## config.mk

```make
export PLATFORM = sky130hd
export DESIGN_NAME = pulse_gen
export DESIGN_NICKNAME = d
export VERILOG_FILES = /design/src/rtl/pulse_gen.sv
export SDC_FILE = /design/constraint.sdc
export NUM_CORES = 1
export LEC_CHECK = 0
export ABC_AREA = 1
export BUFFER_PORTS_ARGS = -buffer_cell sky130_fd_sc_hd__clkbuf_2
export CAP_MARGIN = 0
export CORE_ASPECT_RATIO = 0.5
export CORE_MARGIN = 3
export CORE_UTILIZATION = 30
export DETAILED_ROUTE_END_ITERATION = 8
export GPL_TIMING_DRIVEN = 0
export PLACE_DENSITY_LB_ADDON = 0.1
export SLEW_MARGIN = 5
export SYNTH_ARGS = -nofsm -noshare
export SYNTH_HDL_FRONTEND = slang
export SYNTH_SLANG_ARGS = --single-unit
export TNS_END_PERCENT = 1
```

## constraint.sdc

```tcl
create_clock -name clk -period 1.87 [get_ports clk]
set_input_delay 0.187 -clock clk [delete_from_list [all_inputs] [get_ports clk]]
set_output_delay 0.187 -clock clk [all_outputs]
set_load 0.05 [all_outputs]
```

## src/rtl/pulse_gen.sv

```systemverilog
// -----------------------------------------------------------------------------
// pulse_gen
//   Turns 1-cycle trigger strobes into level pulses of programmable high width,
//   each followed by a guaranteed low gap, so every pulse shows exactly one
//   rising edge downstream. Triggers that cannot start a pulse immediately are
//   queued in a saturating pending counter; a trigger that finds the queue full
//   is dropped and flagged in a sticky overflow bit.
//
// Ports
//   clk      in   1       clock, all state updates on posedge
//   rst      in   1       asynchronous, active-high reset
//   trig     in   1       request strobe; each high cycle requests one pulse
//   width    in   CNT_W   high time in cycles (0 treated as 1), sampled at start
//   gap      in   CNT_W   low time after a pulse (0 treated as 1), sampled when
//                         the high phase ends
//   ovf_clr  in   1       synchronous clear of ovf (a same-cycle drop wins)
//   q        out  1       registered pulse train, high exactly while in HIGH
//   busy     out  1       registered, high while in HIGH or LOW
//   pending  out  PEND_W  triggers accepted but not yet started
//   ovf      out  1       sticky: a trigger was dropped on a full queue
// -----------------------------------------------------------------------------
module pulse_gen #(
  parameter int CNT_W  = 8,
  parameter int PEND_W = 4
) (
  input  logic              clk,
  input  logic              rst,
  input  logic              trig,
  input  logic [CNT_W-1:0]  width,
  input  logic [CNT_W-1:0]  gap,
  input  logic              ovf_clr,
  output logic              q,
  output logic              busy,
  output logic [PEND_W-1:0] pending,
  output logic              ovf
);

  typedef enum logic [1:0] {
    IDLE = 2'd0,
    HIGH = 2'd1,
    LOW  = 2'd2
  } state_t;

  localparam logic [PEND_W-1:0] PEND_MAX = '1;

  state_t            state_q, state_d;
  logic [CNT_W-1:0]  cnt_q, cnt_d;
  logic [PEND_W-1:0] pend_q, pend_d;
  logic              ovf_q, ovf_d;
  logic              q_q, q_d;
  logic              busy_q, busy_d;

  logic              start_trig;  // same-cycle trig starts a pulse directly
  logic              deq;         // a queued request starts a pulse
  logic              enq;         // trig that must be queued
  logic              drop;        // trig lost because the queue is full

  // Phase counter load value: a programmed length of 0 behaves as 1 cycle,
  // and the counter runs length-1 down to 0.
  function automatic logic [CNT_W-1:0] len_to_cnt(input logic [CNT_W-1:0] len);
    len_to_cnt = (len == '0) ? '0 : len - CNT_W'(1);
  endfunction

  always_comb begin
    state_d    = state_q;
    cnt_d      = cnt_q;
    start_trig = 1'b0;
    deq        = 1'b0;

    case (state_q)
      IDLE: begin
        if (trig) begin
          start_trig = 1'b1;
          state_d    = HIGH;
          cnt_d      = len_to_cnt(width);
        end
      end
      HIGH: begin
        if (cnt_q != '0) begin
          cnt_d = cnt_q - CNT_W'(1);
        end else begin
          state_d = LOW;
          cnt_d   = len_to_cnt(gap);
        end
      end
      LOW: begin
        if (cnt_q != '0) begin
          cnt_d = cnt_q - CNT_W'(1);
        end else if (pend_q != '0) begin
          // Queued work has priority; a same-cycle trig gets queued instead.
          deq     = 1'b1;
          state_d = HIGH;
          cnt_d   = len_to_cnt(width);
        end else if (trig) begin
          start_trig = 1'b1;
          state_d    = HIGH;
          cnt_d      = len_to_cnt(width);
        end else begin
          state_d = IDLE;
        end
      end
      default: begin
        state_d = IDLE;
        cnt_d   = '0;
      end
    endcase

    enq  = trig && !start_trig;
    drop = 1'b0;
    pend_d = pend_q;
    if (enq && !deq) begin
      if (pend_q == PEND_MAX) begin
        drop = 1'b1;
      end else begin
        pend_d = pend_q + PEND_W'(1);
      end
    end else if (deq && !enq) begin
      pend_d = pend_q - PEND_W'(1);
    end
    // Simultaneous enqueue and dequeue leaves pend_d unchanged.

    ovf_d  = drop | (ovf_q & ~ovf_clr);

    // Outputs are registered copies of the next-state decode.
    q_d    = (state_d == HIGH);
    busy_d = (state_d != IDLE);
  end

  always_ff @(posedge clk or posedge rst) begin
    if (rst) begin
      state_q <= IDLE;
      cnt_q   <= '0;
      pend_q  <= '0;
      ovf_q   <= 1'b0;
      q_q     <= 1'b0;
      busy_q  <= 1'b0;
    end else begin
      state_q <= state_d;
      cnt_q   <= cnt_d;
      pend_q  <= pend_d;
      ovf_q   <= ovf_d;
      q_q     <= q_d;
      busy_q  <= busy_d;
    end
  end

  assign q       = q_q;
  assign busy    = busy_q;
  assign pending = pend_q;
  assign ovf     = ovf_q;

endmodule

```

Yosys cells after proc, flatten, opt, wreduce, memory -nomap -nowiden
Cells that the tools add are included.
- register bits after elaboration: 17
- bits in latches: 0
- bits in writable memories: 0
- ROM bits: 0
- input bits: 20
- memories kept: 0
- add/sub/neg operators: 5
- $mul: 0
- divide/modulo/power cells: 0
- order comparisons: 0
- eq/ne operators: 5
- shifts and indexed selects: 0
- mux-type cells: 25
- bitwise logic cells: 3
- reductions and logical operators: 14
- operators by type and width (kind ; count):
    8-bit 2-to-1 mux ; 6
    8-bit case mux with 3 select lines ; 1
    8-bit by 1-bit subtractor with 8-bit output, second input constant ; 3
    8-bit logical NOT ; 2
    4-bit 2-to-1 mux ; 3
    1-bit 2-to-1 mux ; 10
    8-bit nonzero test ; 1
    2-bit 2-to-1 mux ; 3
    2-bit case mux with 3 select lines ; 1
    4-bit by 1-bit adder with 4-bit output, second input constant ; 1
    2-bit by 1-bit == test with 1-bit output, second input constant ; 2
    4-bit == test, second input constant ; 1
    2-bit nonzero test ; 2
    4-bit nonzero test ; 1
    4-bit by 1-bit subtractor with 4-bit output, second input constant ; 1
    1-bit logical AND ; 3
    1-bit logical NOT ; 3
    2-bit == test, second input constant ; 1
    2-bit logical NOT ; 1
    2-bit != test, second input constant ; 1
    1-bit case mux with 2 select lines ; 1
    2-bit AND reduction ; 1
    1-bit AND ; 1
    1-bit inverter ; 1
    1-bit bitwise OR ; 1

Depth between registers and ports, before layout
Gate-level depths: netlist of the first run.
- depth in word-level cells: 10
- depth in mapped cells: 15

Worst setup path before layout of the first run
Ideal clock, no wire load.
- kind: reg-to-reg
- start point: reg cnt_q[0]
- end point: reg pend_q[3] (netlist: pending[3])
- arrival: 1967 ps
- slack: -217 ps
- cell stages (with the launch flop): 15
- buffers on the path: 0
- path through: dfrtp_1 -> inv_1 -> ha_1 -> nand2_1 -> nor2_4 -> nand2_2 -> nand2_2 -> ha_1 -> and3_1 -> nor2_1 -> inv_1 -> nand2_1 -> nand3_2 -> nand2_1 -> nand2_1
- cells in the longest elaborated chain, start to end: 9
- ends and longest elaborated chain (item ; RTL line ; text):
    start: declaration ; 47 ; logic [CNT_W-1:0] cnt_q, cnt_d;
    start signal: assignment ; 139 ; cnt_q <= cnt_d;
    8-bit nonzero test * ; 87 ; if (cnt_q != '0) begin
    1-bit 2-to-1 mux ; 87 ;
    1-bit case mux with 2 select lines ; 70 ; case (state_q)
    1-bit logical NOT ; 108 ; enq = trig && !start_trig;
    1-bit logical AND ; 108 ;
    1-bit logical NOT ; 117 ; end else if (deq && !enq) begin
    1-bit logical AND ; 117 ;
    2-bit nonzero test (no line) ; n/a ;
    2-bit AND reduction (no line) ; n/a ;
    end signal: assignment ; 140 ; pend_q <= pend_d;
    end: declaration ; 48 ; logic [PEND_W-1:0] pend_q, pend_d;
Every way passes the cells marked *; elsewhere a longest branch is shown, timed or not.
A chain may end at the register's enable or synchronous reset.

Worst setup path in the final report of the first run
- start point: reg cnt_q[3]
- end point: reg pend_q[3] (netlist: pending[3])
The elaborated chain is that of the path after synthesis.

==> impl_metrics.toml, run 1 <==
[detailed_routing]
routedWlPerCell_um = 13.0
vias = 1934
route.met2.wl_mm = 2.16
drt_iter0_drc = 82
highest_layer = "met4"
routed_wl_mm = 5.36
met1_length_mm = 2.85
drc_errors = 0
dr.pass1.iters = 4
antenna_left = 0
viasPerCell = 4.71
wl_met3_um = 292

[timing]
finalSetupViolCount = 0
drv_slew = 0
clock_skew_ps = 3.90
worst_slack_ps = 17.7
maxSlewHeadroom = 0.522
period_share = 0.991
fmax_mhz = 540
hold_viol = 0
worst_pin_slew_ps = 716
rsz0062_at_grt = "yes"
layout_min_cycle_time_ps = 1850

[cts]
cts_buffers = 3
clk_pin_slew_ps = 60
tritoncts = "yes"
cts_sinks = 17
clockBufferDepth = 2
insertion_delay_ps = 250
cts_hold_buffers = 0
root_buffer = "clkbuf_16"
htreeDepth = 1

[power_and_ir_drop]
sw_frac_of_total = 0.497
finalPower_mw = 3.05
seq_power_share = 0.250
powerDensity_mw_per_mm2 = 1290
pwr-share-clk = 0.144
p_comb_frac = 0.606
leakage_nw = 1.14
p_switching_mw = 1.51
intPower_mw = 1.53
ir_drop_mv = 0.805

[die]
die_area_mm2 = 0.00727
num_rows = 19
io_pins = 27
core_area_mm2 = 0.00575
die_x_um = 118
die_y_um = 61.8
start_util = 0.325

[global_route]
antenna_found_initial = 0
overflow = 0
grt_pass1_vias = 1717
grt_usage = 0.152
grt_max_degree = 18
grt_pass1_wl_mm = 8.75

[critical_path]
endpoint = "pending[3]$_DFFE_PP0P_"
required_ps = 2010
cp.arrival_ps = 1990
end_kind = "flop"
r2r_start = "cnt_q[3]$_DFF_PP0_"
path_class = "reg -> reg"
crit_start = "cnt_q[3]$_DFF_PP0_"
crit_fanout = 5
reg2regPathDepth = 13
worst_r2r_endpoint = "pending[3]$_DFFE_PP0P_"
r2r_slack_ps = 20
critPathLaunchType = "flop"

[logic_synthesis]
synth_top_area_share = 0.228
syn_nets = 316
synth_area_mm2 = 0.00187
yosys_register_bits = 17
yosys_warnings = 0
seq_area_frac_synth = 0.228
synth_edf_count = 0
synth_cell_type_count = 37
synth.area.top_cells = "dfrtp_1, nand2_1, nand3_1, inv_1, nor2_1"
yosysTopAreaCell = "dfrtp_1"
syn_inst = 287
avgSynthCellArea_um2 = 6.51
postSynth.asyncResetShare = 1.00
synth_flop_cell = "dfrtp_1"

[finish]
utilization = 0.409
mostFrequentLayoutCell = "nand2_1"
nets = 357
final_cell_area_mm2 = 0.00235
syn2layout_area_growth_pct = 26.1
instances_no_fill = 411
antenna_cells = 0
layout-drive-gt1-share = 0.260
final_cell_mix = "nand2_1, inv_1, nand3_1, nor2_1, clkbuf_2"

[placement]
dpl_cell_area_mm2 = 0.00216
dp.cells = 397
hpwlAfterDp_mm = 4.28
place_ws_ps = -227
port_buffers = 26
place_congestion = 0.882

[job]
maxCapViolations = 0

[status]
outcome = "finished, final reports clean"

[worst_hold_path]
hp-class = "in -> async"
routing by layer:
layer / GRT usage / vias to the layer above
met2: 0.241 / 51
met1: 0.225 / 856
met5: 0 / -
met4: 0.0250 / 0
li1: - / 1021
met3: 0.0253 / 6
timing repair:
item | CTS | global route
setup buffers | 8 | 2
gates resized for setup | 8 | 3
pin swaps | 7 | 2
endpoints found under the setup margin | 1 | 2
cell usage after synthesis, drive strengths merged (2+ instances only):
library cell,count
xnor2,2
nand3,39
inv,47
o21ai,19
nand3b,3
or2,2
nor2,41
nor3,4
nand4,9
nand2,72
o211ai,3
a21oi,6
dfrtp,17
xor2,6
ha,8
worst min-delay path by stage:
stage,endpoint,slack (ps),depth (start not counted),from
floorplan,busy$_DFF_PP0_,110,1,rst
global placement,pending[0]$_DFFE_PP0P_,320,2,rst
detailed placement,pending[0]$_DFFE_PP0P_,320,2,rst
CTS,pending[0]$_DFFE_PP0P_,60,2,rst
global route,cnt_q[1]$_DFF_PP0_,100,2,rst
finish,pending[0]$_DFFE_PP0P_,30,2,rst
final cells by class:
type	count	area, um^2
Tap cell	84	105
Buffer	1	20.0
Clock buffer	3	75.1
Multi-Input combinational cell	221	1330
Fill cell	649	3400
Clock inverter	1	5.00
Inverter	48	186
Timing Repair Buffer	36	205
Sequential cell	17	429
worst max-delay path, cell delays in order (launching register included):
cell and delay (ps):
dfrtp_2 450, nor2_4 150, nand2_2 80, nor2_4 150
nand2_4 90, nand2_8 90, ha_4 210, and3_4 170
nor2_4 80, inv_1 50, nand2_2 70, nand3_2 50
nand2_1 50, nand2_1 50
power by group through the flow:
stage | Combinational, mW | Clock [mW] | Sequential [mW]
after detailed placement | 1.68 | 0 | 0.754
after floorplan | 1.12 | 0 | 0.920
after CTS | 1.81 | 0.446 | 0.764
after global placement | 1.67 | 0 | 0.757
after global routing | 2.06 | 0.464 | 0.783
final | 1.85 | 0.439 | 0.760
stage by stage:
step | TNS, ps | hold WS [ps]
final | 0 | 31.2
after global routing | -134 | 105
after CTS | 0 | 61.8
after detailed placement | -227 | 323
after global placement | -198 | 318
after floorplan | 0 | 113
registers in the layout, summed over array words and instances, names as in the netlist:
| signal | count |
|---|---|
| q | 1 |
| pending | 4 |
| busy | 1 |
| cnt_q | 8 |
| state_q | 2 |
| ovf | 1 |
cells by family after synthesis:
family / after synthesis / synth area share
AND/OR/NAND/NOR: 171 / 0.450
buffers and inverters: 49 / 0.110
AO/OA/AOI/OAI: 33 / 0.107
flip-flops: 17 / 0.228
adder cells (fa/ha/maj): 9 / 0.0643
XOR/XNOR: 8 / 0.0415
Power figures use the tool's default switching activity.
==> inputs of run 2 (changes only) <==
- BUFFER_PORTS_ARGS: -buffer_cell sky130_fd_sc_hd__clkbuf_2 -> default
- DONT_BUFFER_PORTS: default -> 1
==> impl_metrics.toml, run 2 (same netlist as run 1, synthesis figures left out) <==
[timing]
maxSlewHeadroom = 0.486
holdWs_ps = 25.4
finalSetupTns_ps = -18.9
worst_pin_slew_ps = 770
hold_viol = 0
period_share = 1.01
rsz0062_at_grt = "yes"
worst_slack_ps = -18.9
finalSetupViolCount = 1
drv_slew = 0
layout_min_cycle_time_ps = 1890
clock_skew_ps = 2.47
fmax_mhz = 529

[cts]
insertion_delay_ps = 250
clk_pin_slew_ps = 60
tritoncts = "yes"
htreeDepth = 1
clockBufferDepth = 2
cts_sinks = 17
cts_buffers = 3
root_buffer = "clkbuf_16"

[die]
die_y_um = 61.8
io_pins = 27
num_rows = 19
die_x_um = 118
core_area_mm2 = 0.00575
die_area_mm2 = 0.00727
start_util = 0.325

[status]
outcome = "complete, but fails checks"
violations = "setup timing"

[worst_hold_path]
hp-class = "in -> reg"
min_delay_worst_endpoint = "ovf$_DFF_PP0_"
min_path_cells = 1
hp-start = "ovf_clr"

[power_and_ir_drop]
finalPower_mw = 3.02
powerDensity_mw_per_mm2 = 1340
sw_frac_of_total = 0.507
seq_power_share = 0.327
p_comb_frac = 0.520
pwr-share-clk = 0.152
intPower_mw = 1.49
ir_drop_mv = 0.756
p_switching_mw = 1.53
leakage_nw = 1.05

[finish]
utilization = 0.392
mostFrequentLayoutCell = "nand2_1"
largest_reg_flops = 8
syn2layout_area_growth_pct = 20.8
final_cell_area_mm2 = 0.00226
nets = 333
instances_no_fill = 387
antenna_cells = 0
n_fill_cell = 642
layout-drive-gt1-share = 0.205
final_cell_mix = "nand2_1, inv_1, nand3_1, nor2_1, o21ai_0"
largest-register = "cnt_q"

[placement]
dp.cells = 371
place_ws_ps = -222
hpwlAfterDp_mm = 4.30
port_buffers = 0
place_congestion = 0.883
dpl_cell_area_mm2 = 0.00203

[critical_path]
crit_start = "cnt_q[3]$_DFF_PP0_"
reg2regPathDepth = 11
path_class = "reg -> reg"
cp_common_cell = "nor2_4"
r2r_start = "cnt_q[3]$_DFF_PP0_"
critical_path.n_buffers_inverters = 0
critical_path.top_delay_family = "simple AND/OR/NAND/NOR gates"
cp.arrival_ps = 2040
crit_fanout = 5
crit_slowest_cell = "dfrtp_2"
end_kind = "flop"
worst_r2r_endpoint = "pending[3]$_DFFE_PP0P_"
required_ps = 2020
r2r_slack_ps = -20
critPathLaunchType = "flop"
path_cells = "nor2_4, nand2_2, nor2_4, nand2_4, nand2_8, ha_4, and3_4, nor2_4, nand3_1, nand4_1, nand2_1"
cp_slowest_stage_delay_ps = 450

[global_route]
antenna_found_initial = 0
grt_pass1_vias = 1823
grt_usage = 0.160
grt_max_degree = 18
grt_pass1_wl_mm = 9.25
overflow = 0

[detailed_routing]
drc_errors = 0
routedWlPerCell_um = 14.5
vias = 1888
routed_wl_mm = 5.62
dr.pass1.iters = 5
antenna_left = 0
viasPerCell = 4.88
drt_iter0_drc = 72

[job]
maxCapViolations = 0
-- run 2: changes by cell type in the layout (fill, tap and decap cells not counted), sizes merged --
cell         delta
clkinv          -1
clkbuf         -26
buf             +1
clkinvlp        +1
dlygate4sd3     +1
-- run 2: worst max path at each step --
stage | cells after the start | end
floorplan | 14 | pending[3]$_DFFE_PP0P_
global placement | 13 | pending[3]$_DFFE_PP0P_
detailed placement | 13 | pending[3]$_DFFE_PP0P_
CTS | 14 | pending[3]$_DFFE_PP0P_
global route | 11 | pending[3]$_DFFE_PP0P_
finish | 11 | pending[3]$_DFFE_PP0P_
-- run 2: repair_timing --
action                                  CTS  global route
endpoints found under the setup margin    1             8
pin swaps                                 7             7
hold endpoints to repair                 17             0
buffers inserted                          8             3
hold buffers                              1             0
resized for setup                         9             6
-- run 2: worst register-to-register path, stage by stage (launching register included) --
cell,delay (ps)
dfrtp_2,450
nor2_4,150
nand2_2,70
nor2_4,160
nand2_4,90
nand2_8,100
ha_4,200
and3_4,170
nor2_4,110
nand3_1,110
nand4_1,110
nand2_1,50
-- run 2: final cells by class --
| class | count | area [um^2] | share of cell area |
|---|---|---|---|
| inverter | 48 | 186 | 0.0826 |
| tap | 84 | 105 | 0.0466 |
| sequential | 17 | 432 | 0.191 |
| clock inverter | 1 | 7.51 | 0.00333 |
| timing repair buffer | 12 | 92.6 | 0.0410 |
| buffer | 1 | 20.0 | 0.00887 |
| multi-input combinational | 221 | 1340 | 0.593 |
| clock buffer | 3 | 75.1 | 0.0333 |
-- run 2: per-layer routing --
layer  routed length (um)  share of wire  GRT usage
met1                 2780           0.49      0.218
met2                 2330           0.42      0.264
met3                  418          0.074     0.0380
met4                   91          0.016     0.0383
met5                    0              0          0
-- run 2: power by group through the flow --
stage | Combinational (mW) | Clock, mW | Sequential [mW]
finish | 1.57 | 0.461 | 0.990
global route | 1.77 | 0.481 | 1.02
CTS | 1.54 | 0.474 | 0.986
detailed placement | 1.38 | 0 | 0.977
global placement | 1.36 | 0 | 0.979
floorplan | 1.12 | 0 | 0.920
==> inputs of run 3 (changes only) <==
- CORE_UTILIZATION: 30 -> 58
- CTS_CLUSTER_DIAMETER: default -> 100
==> impl_metrics.toml, run 3 (same netlist as run 1, synthesis figures left out) <==
[status]
outcome = "finished, final reports clean"

[detailed_routing]
dr.pass1.iters = 6
antenna_left = 0
drt_iter0_drc = 177
vias = 1955
drc_errors = 0
viasPerCell = 5.77
routed_wl_mm = 5.13
routedWlPerCell_um = 15.1

[worst_hold_path]
hp-class = "in -> reg"

[timing]
maxSlewHeadroom = 0.526
drv_slew = 0
worst_slack_ps = 24.9
rsz0062_at_grt = "yes"
hold_viol = 0
period_share = 0.987
worst_pin_slew_ps = 710
finalSetupViolCount = 0
clock_skew_ps = 5.30
layout_min_cycle_time_ps = 1850
fmax_mhz = 542

[job]
maxCapViolations = 0

[finish]
largest_reg_flops = 8
n_fill_cell = 215
largest-register = "cnt_q"
final_cell_mix = "nand2_1, inv_1, nand3_1, nor2_1, o21ai_0"
mostFrequentLayoutCell = "nand2_1"
utilization = 0.762
instances_no_fill = 339
nets = 332
antenna_cells = 0
syn2layout_area_growth_pct = 15.5
layout-drive-gt1-share = 0.209

[power_and_ir_drop]
leakage_nw = 1.03
ir_drop_mv = 0.845
powerDensity_mw_per_mm2 = 1330

[cts]
htreeDepth = 1
cts_sinks = 17
clockBufferDepth = 2
clk_pin_slew_ps = 70
root_buffer = "clkbuf_8"
cts_buffers = 3
tritoncts = "yes"
insertion_delay_ps = 260

[placement]
hpwlAfterDp_mm = 3.87
place_ws_ps = -181
place_congestion = 0.935
port_buffers = 0
dp.cells = 324

[die]
die_area_mm2 = 0.00398
io_pins = 27
num_rows = 13
core_area_mm2 = 0.00283
die_x_um = 86.3
start_util = 0.660
die_y_um = 46.1

[critical_path]
end_kind = "flop"
path_class = "reg -> reg"
critPathLaunchType = "flop"
cp.arrival_ps = 1990
required_ps = 2020
crit_fanout = 8

[global_route]
grt_pass1_wl_mm = 8.27
grt_max_degree = 18
grt_usage = 0.276
overflow = 0
grt_pass1_vias = 1811
antenna_found_initial = 0
## run 3: changes by cell type in the layout (fill, tap and decap cells not counted)
cell and delta:
clkbuf_8 +3, buf_4 -1, dfrtp_2 -1, inv_2 +1
nand3_2 +1, inv_1 -1, clkinvlp_4 -1, clkbuf_1 +1
nand3_1 -1, clkbuf_16 -3, nand2_1 -2, nand2_4 -1
dfrtp_1 +1, nand2_2 +3
## run 3: final timing paths
kind,to,slack [ps],from,cells after the start
setup / recovery,pending[2]$_DFFE_PP0P_,20,state_q[0]$_DFF_PP0_,10
hold / removal,ovf$_DFF_PP0_,20,ovf_clr,1
setup reg to reg,pending[2]$_DFFE_PP0P_,20,state_q[0]$_DFF_PP0_,10
hold reg to reg,cnt_q[0]$_DFF_PP0_,630,cnt_q[0]$_DFF_PP0_,3
max in group asynchronous,pending[0]$_DFFE_PP0P_,880,rst,2
min in group asynchronous,cnt_q[7]$_DFF_PP0_,490,rst,2
## run 3: stage by stage
stage	power, mW	cell area [um^2]	TNS (ps)	hold WS, ps
3_5_place_dp	2.33	1970	-181	225
3_3_place_gp	2.28	1970	-143	215
6_report	2.87	2160	0	22.4
2_1_floorplan	2.04	1930	0	113
5_1_grt	3.12	2160	-208	10.6
4_1_cts	2.80	2130	0	21.0
## run 3: critical path: stages, from the launching register on
cell	delay (ps)
dfrtp_1	420
inv_2	50
nand2_2	180
nand2_4	90
clkinv_2	120
nand2_8	70
buf_4	150
fa_1	370
xor2_1	170
nand2_1	60
o21ai_1	50
## run 3: cell type report
type	count	area, um^2	area share
Sequential cell	17	430	0.200
Inverter	48	186	0.0864
Buffer	1	20.0	0.00928
Tap cell	37	46.3	0.0215
Multi-Input combinational cell	221	1340	0.623
Timing Repair Buffer	11	85.1	0.0394
Clock buffer	4	45.0	0.0209
## run 3: repair_timing
action,4_1_cts,5_1_grt
gates cloned,0,0
gates resized for setup,12,5
hold buffers,1,0
endpoints found under the hold margin,17,0
pin swaps,5,2
buffers inserted,7,3
endpoints found under the setup margin,1,7
## run 3: power by group
group	total, mW	internal [mW]	switching, mW	leakage [nW]
Sequential	0.977	0.535	0.442	0.198
Combinational	1.59	0.676	0.918	0.805
Clock	0.295	0.152	0.143	0.0228
## run 3: per-layer routing
metal | vias to the layer above | global-route usage | wire length (um)
met4 | 0 | 0.0745 | 102
li1 | 965 | - | -
met1 | 864 | 0.362 | 2230
met2 | 110 | 0.450 | 2190
met5 | - | 0 | 0
met3 | 16 | 0.0893 | 605
